**config.mk**
```make
export PLATFORM = sky130hd
export DESIGN_NAME = data_plane_gen
export DESIGN_NICKNAME = d
export VERILOG_FILES = /design/src/rtl/data_plane_pkg.sv /design/src/rtl/dp_fifo.sv /design/src/rtl/data_plane_gen.sv
export SDC_FILE = /design/constraint.sdc
export NUM_CORES = 1
export LEC_CHECK = 0
export BUFFER_PORTS_ARGS = -buffer_cell sky130_fd_sc_hd__buf_2
export CORE_MARGIN = 2
export CORE_UTILIZATION = 45
export CTS_BUF_LIST = sky130_fd_sc_hd__clkbuf_16
export DETAILED_ROUTE_END_ITERATION = 10
export HOLD_SLACK_MARGIN = 0.03
export PLACE_DENSITY_LB_ADDON = 0.08
export SLEW_MARGIN = 40
export SYNTH_ARGS = -nofsm -noshare
export SYNTH_HDL_FRONTEND = slang
export SYNTH_SLANG_ARGS = --single-unit
```
**constraint.sdc**
```tcl
create_clock -name clk -period 8.7 [get_ports clk]
set_input_delay 0.87 -clock clk [delete_from_list [all_inputs] [get_ports clk]]
set_output_delay 0.87 -clock clk [all_outputs]
set_load 0.05 [all_outputs]
```
**src/rtl/data_plane_pkg.sv**
```systemverilog
// Shared types and defaults for the data plane: TX burst state encoding,
// default widths/depth and the drop-counter width.
package data_plane_pkg;
   typedef enum logic [1:0] {
      TX_IDLE = 2'd0,
      TX_SEND = 2'd1,
      TX_DONE = 2'd2
   } tx_state_t;

   localparam int DEF_DATA_W = 16;
   localparam int DEF_ID_W   = 16;
   localparam int DEF_DEPTH  = 16;
   localparam int DROP_CNT_W = 8;
endpackage

```
**src/rtl/dp_fifo.sv**
```systemverilog
// Synchronous FIFO with registered read data and a separate occupancy counter.
// Push is ignored while full, pop is ignored while empty.
module dp_fifo #(
   parameter int W     = 16,
   parameter int DEPTH = 16,
   localparam int AW   = $clog2(DEPTH),
   localparam int LW   = AW + 1
) (
   input  logic          clk,
   input  logic          rst,
   input  logic          push,
   input  logic          pop,
   input  logic [W-1:0]  wdata,
   output logic [W-1:0]  rdata,
   output logic [LW-1:0] level,
   output logic          full,
   output logic          empty
);
   logic [W-1:0]  mem [DEPTH];
   logic [AW-1:0] wptr, rptr;
   logic          push_ok, pop_ok;

   assign full    = (level == LW'(DEPTH));
   assign empty   = (level == '0);
   assign push_ok = push && !full;
   assign pop_ok  = pop && !empty;

   always_ff @(posedge clk) begin
      if (push_ok) mem[wptr] <= wdata;
   end

   // Pointers wrap naturally since DEPTH is a power of two.
   always_ff @(posedge clk or negedge rst) begin
      if (!rst) begin
         wptr  <= '0;
         rptr  <= '0;
         level <= '0;
         rdata <= '0;
      end else begin
         if (push_ok) wptr <= wptr + 1'b1;
         if (pop_ok) begin
            rptr  <= rptr + 1'b1;
            rdata <= mem[rptr];
         end
         case ({push_ok, pop_ok})
            2'b10:   level <= level + 1'b1;
            2'b01:   level <= level - 1'b1;
            default: level <= level;
         endcase
      end
   end
endmodule

```
**src/rtl/data_plane_gen.sv**
```systemverilog
// Data plane: TX FIFO drained as an addressed burst on data_tx_flag, RX packets
// filtered by node ID into an RX FIFO. DATA_PLANE_DROP_CNT_EN builds the drop counter.
module data_plane_gen
   import data_plane_pkg::*;
#(
   parameter int DATA_W = DEF_DATA_W,
   parameter int ID_W   = DEF_ID_W,
   parameter int DEPTH  = DEF_DEPTH,
   localparam int PKT_W = ID_W + DATA_W,
   localparam int LW    = $clog2(DEPTH) + 1
) (
   input  logic                  clk,
   input  logic                  rst,
   input  logic [ID_W-1:0]       node_id,
   input  logic                  gpp_trf_dp,
   input  logic [DATA_W-1:0]     gpp_tx_data,
   input  logic                  data_tx_flag,
   input  logic [ID_W-1:0]       tx_dest_id,
   output logic                  data_tx_valid,
   output logic                  data_tx_last,
   output logic [PKT_W-1:0]      data_tx_packet,
   output logic                  data_tx_complete_flag,
   output logic                  tx_full,
   output logic [LW-1:0]         tx_level,
   input  logic                  data_rx_valid,
   input  logic                  data_rx_last,
   input  logic [PKT_W-1:0]      data_rx_packet,
   input  logic                  gpp_rtr_dp,
   output logic [DATA_W-1:0]     RAM_rx_data_out,
   output logic                  rx_empty,
   output logic [LW-1:0]         rx_level,
   output logic                  data_rx_complete_flag,
   output logic                  rx_overflow,
   output logic [DROP_CNT_W-1:0] rx_drop_cnt
);
   tx_state_t         state;
   logic [ID_W-1:0]   dest;
   logic [LW-1:0]     len, cnt;
   logic [DATA_W-1:0] tx_word;
   logic              tx_empty, tx_pop, rx_full, id_hit, rx_accept;

   assign tx_pop         = (state == TX_SEND) && !tx_empty;
   assign data_tx_packet = {dest, tx_word};

   dp_fifo #(.W(DATA_W), .DEPTH(DEPTH)) u_tx_fifo (
      .clk(clk), .rst(rst), .push(gpp_trf_dp), .pop(tx_pop), .wdata(gpp_tx_data),
      .rdata(tx_word), .level(tx_level), .full(tx_full), .empty(tx_empty)
   );

   // Burst length is frozen at the flag, so words pushed mid-burst wait for the next one.
   always_ff @(posedge clk or negedge rst) begin
      if (!rst) begin
         state                 <= TX_IDLE;
         dest                  <= '0;
         len                   <= '0;
         cnt                   <= '0;
         data_tx_valid         <= 1'b0;
         data_tx_last          <= 1'b0;
         data_tx_complete_flag <= 1'b0;
      end else begin
         data_tx_complete_flag <= 1'b0;
         case (state)
            TX_IDLE: if (data_tx_flag) begin
               dest  <= tx_dest_id;
               len   <= tx_level;
               cnt   <= '0;
               state <= (tx_level != '0) ? TX_SEND : TX_DONE;
            end
            TX_SEND: begin
               data_tx_valid <= 1'b1;
               cnt           <= cnt + 1'b1;
               if (cnt == len - 1'b1) begin
                  data_tx_last <= 1'b1;
                  state        <= TX_DONE;
               end
            end
            TX_DONE: begin
               data_tx_valid         <= 1'b0;
               data_tx_last          <= 1'b0;
               data_tx_complete_flag <= 1'b1;
               state                 <= TX_IDLE;
            end
            default: state <= TX_IDLE;
         endcase
      end
   end

   assign id_hit    = (data_rx_packet[PKT_W-1:DATA_W] == node_id);
   assign rx_accept = data_rx_valid && id_hit;

   dp_fifo #(.W(DATA_W), .DEPTH(DEPTH)) u_rx_fifo (
      .clk(clk), .rst(rst), .push(rx_accept), .pop(gpp_rtr_dp),
      .wdata(data_rx_packet[DATA_W-1:0]), .rdata(RAM_rx_data_out),
      .level(rx_level), .full(rx_full), .empty(rx_empty)
   );

   always_ff @(posedge clk or negedge rst) begin
      if (!rst) begin
         data_rx_complete_flag <= 1'b0;
         rx_overflow           <= 1'b0;
      end else begin
         data_rx_complete_flag <= rx_accept && data_rx_last;
         if (rx_accept && rx_full) rx_overflow <= 1'b1;
      end
   end

`ifdef DATA_PLANE_DROP_CNT_EN
   logic [DROP_CNT_W-1:0] drop_q;

   always_ff @(posedge clk or negedge rst) begin
      if (!rst) drop_q <= '0;
      else if (data_rx_valid && (!id_hit || rx_full) && (drop_q != '1))
         drop_q <= drop_q + 1'b1;
   end
   assign rx_drop_cnt = drop_q;
`else
   assign rx_drop_cnt = '0;
`endif
endmodule

```
==> results_dict.tcl <==
set metrics [dict create \
    synthTopCellsByArea "edfxtp_1 64%, mux4_2 12%, dfrtp_1 9.5%" \
    cts.sinks 603 \
    whs_ps 285 \
    tightest_slew_ps 785 \
    grt_pass1_vias 12000 \
    cp_slowest_cell "nor2_1" \
    final_common_cell "edfxtp_1" \
    die_h_microns 234 \
    end_kind "flop" \
    ctsResizeCount 0 \
    cts_tree "done" \
    placed_cell_area_sq_um 25600 \
    r2r_end "u_rx_fifo.level[4]$_DFFE_PN0P_" \
    report.final.slew_viol_count 0 \
    grt_setup_unrepaired "false" \
    hpwl_microns 30500 \
    synth_top_area_share_pct 64.4 \
    hold_viol_final 0 \
    seq_area_sq_um 17700 \
    synth_area_per_cell_sq_um 20.2 \
    synth_flop_cell "edfxtp_1" \
    syn-instance-count 1182 \
    fill_cells 4175 \
    cts-root-buf "clkbuf_16" \
    slew_headroom_pct 46.9 \
    setup_viol 0 \
    pin_count 160 \
    utilization_pct 52.6 \
    arrival_ps 4200 \
    yosysWarnings 0 \
    antenna_found_initial 2 \
    cts_setup_buffers 0 \
    wl_microns 52200 \
    synth_edf_count 512 \
    pwr-share-seq_pct 40.9 \
    clk_latency_ps 590 \
    post-route-drc-count 0 \
    worstPathRequired_ps 9210 \
    initial_core_util_pct 45.4 \
    multi_input_area_sq_um 5920 \
    die_x_microns 234 \
    fin_crit_sh_pct 42.4 \
    final_nets 1488 \
    syn_to_final_growth_pct 15.8 \
    dr.pass1.iters 4 \
    num_vias 11700 \
    yosysTopAreaCell "edfxtp_1" \
    placementRows 84 \
    clock_power_share_pct 28.9 \
    grt_max_degree 64 \
    leakage_uw 0.00978 \
    dieArea_sq_um 54900 \
    track_usage_pct 19.8 \
    syn_area_sq_um 23900 \
    hold_class "in -> async" \
    r2r-start "u_rx_fifo.level[1]$_DFFE_PN0P_" \
    rr_worst_depth 13 \
    viasPerCell 5.54 \
    hold_buffers 0 \
    synth.distinct_cells 46 \
    pre_cts_slack_ps 4900 \
    drtIter0Drc 935 \
    outcome "complete, no violations" \
    cts_made_buffers 66 \
    ff2ff_setup_slack_ps 5010 \
    final_cell_area_sq_um 27700 \
    grt_pass1_wl_microns 78500 \
    core_area_sq_um 52600 \
    p_sw_share_pct 32.7 \
    p_comb_share_pct 30.2 \
    p_per_area_nw_per_um2 332 \
    synthArstFlopShare_pct 15.1 \
    ys_seq_area_share_pct 73.9 \
    final_cell_mix "512 x edfxtp_1, 150 x buf_2, 130 x mux4_2" \
    ys_seq_elements 603 \
    p_int_uw 6180 \
    worstPathCellList "or4_4 -> nor2_1 -> nor3_1 -> buf_4 -> inv_1 -> ha_1 -> inv_1 -> fa_1 -> nor2b_1 -> o21ai_0 -> and3_1 -> nor3_1 -> xnor2_1" \
    fmaxAchievable_ghz 0.271 \
    io_buffers 151 \
    clk_pin_slew_ps 60 \
    start_kind "flop" \
    drive_gt1_share_pct 34.7 \
    fin_crit_ps 3690 \
    place_congestion 0.734 \
    p_sw_uw 3010 \
    setup-tns-final_ps 0 \
    drt-wirelength-per-cell_microns 24.7 \
    ir_worst_vdd_v 0.000177 \
    ant_nets 0 \
    clock_skew_ps 14.1 \
    ctsHtreeMaxLevel 3 \
    grt_overflow 0 \
    path_class "reg -> reg" \
    worst_slack_ps 5010 \
    cpPeakStageDelay_ps 610 \
    cts.path.max_buffers 3 \
    maxCapViolations 0 \
    crit_path_max_fanout 15 \
]
how the worst max path moves through the flow:
| stage | startpoint | endpoint | slack [ps] | cells after the start |
|---|---|---|---|---|
| final | u_rx_fifo.level[1]$_DFFE_PN0P_ | u_rx_fifo.level[4]$_DFFE_PN0P_ | 5010 | 13 |
| after global routing | u_rx_fifo.level[0]$_DFFE_PN0P_ | u_rx_fifo.level[4]$_DFFE_PN0P_ | 4760 | 13 |
| after CTS | u_rx_fifo.level[1]$_DFFE_PN0P_ | u_rx_fifo.level[4]$_DFFE_PN0P_ | 5000 | 13 |
| after detailed placement | node_id[14] | u_rx_fifo.level[4]$_DFFE_PN0P_ | 4900 | 14 |
| after global placement | node_id[13] | u_rx_fifo.level[4]$_DFFE_PN0P_ | 4970 | 14 |
| after floorplan | node_id[14] | u_rx_fifo.level[4]$_DFFE_PN0P_ | 5220 | 13 |
synth_stat cells (18+ instances only):
cell,number
xnor2_1,18
a221o_1,30
xor2_1,27
edfxtp_1,512
inv_1,18
mux2_2,53
mux2i_1,32
mux4_2,130
nor3_1,38
nand2_1,31
nor2_1,25
dfrtp_1,91
ha_1,23
clkbuf_1,37
layout make-up:
type / count / area share, %
antenna: 2 / 0.0181
inverter: 20 / 0.272
sequential: 603 / 63.9
timing repair buffer: 188 / 3.83
clock buffer: 71 / 6.43
multi-input combinational: 497 / 21.4
tap: 688 / 3.11
clock inverter: 49 / 1.04
worst max-delay path: cells and delay by family, from the launching register on:
kind                       cells  cell delay (ps)
and+or+nand+nor                6             1820
buffers and inverters          3              470
DFF                            1              430
xor gates and xnor gates       1              140
AOI/OAI and AO/OA              1              100
adders and majority gates      2              650
layer usage:
metal  global-route usage (%)  routed length [microns]  vias to the layer above
met1                     30.0                    24500                     6190
met5                        0                        0                        -
li1                         -                        -                     5155
met2                     29.2                    23800                      330
met4                     5.54                      770                        0
met3                     3.98                     3180                       55
kinds of logic after synthesis:
logic type,after synthesis,share of synthesized area (%)
simple gates,143,3.06
buf+inv,89,1.71
fa+ha+maj,25,1.37
other cells,1,0.0157
compound gates,61,2.17
mux,215,16.1
flops,603,73.9
xor+xnor,45,1.65
metrics by stage:
stage,instances,power [uW]
detailed placement,1995,6640
global route,2116,9650
global placement,1995,6610
floorplan,1189,5870
CTS,2115,9310
finish,2118,9190
flip-flops by register name, summed over array words and instances, names as in the netlist, 2 cells and up:
signal and cells:
cnt 5, dest 16, len 5, state 2, u_rx_fifo.level 5, u_rx_fifo.mem 256
u_rx_fifo.rdata 16, u_rx_fifo.rptr 4, u_rx_fifo.wptr 4, u_tx_fifo.level 5, u_tx_fifo.mem 256, u_tx_fifo.rdata 16
u_tx_fifo.rptr 4, u_tx_fifo.wptr 4
power by group through the flow:
| stage | Combinational (uW) | Clock (uW) | Sequential, uW |
|---|---|---|---|
| 2_1_floorplan | 1730 | 0 | 4130 |
| 3_3_place_gp | 2800 | 0 | 3810 |
| 3_5_place_dp | 2810 | 0 | 3830 |
| 4_1_cts | 2820 | 2720 | 3770 |
| 5_1_grt | 3000 | 2850 | 3800 |
| 6_report | 2780 | 2650 | 3760 |
(Power assumes the default switching activity.)
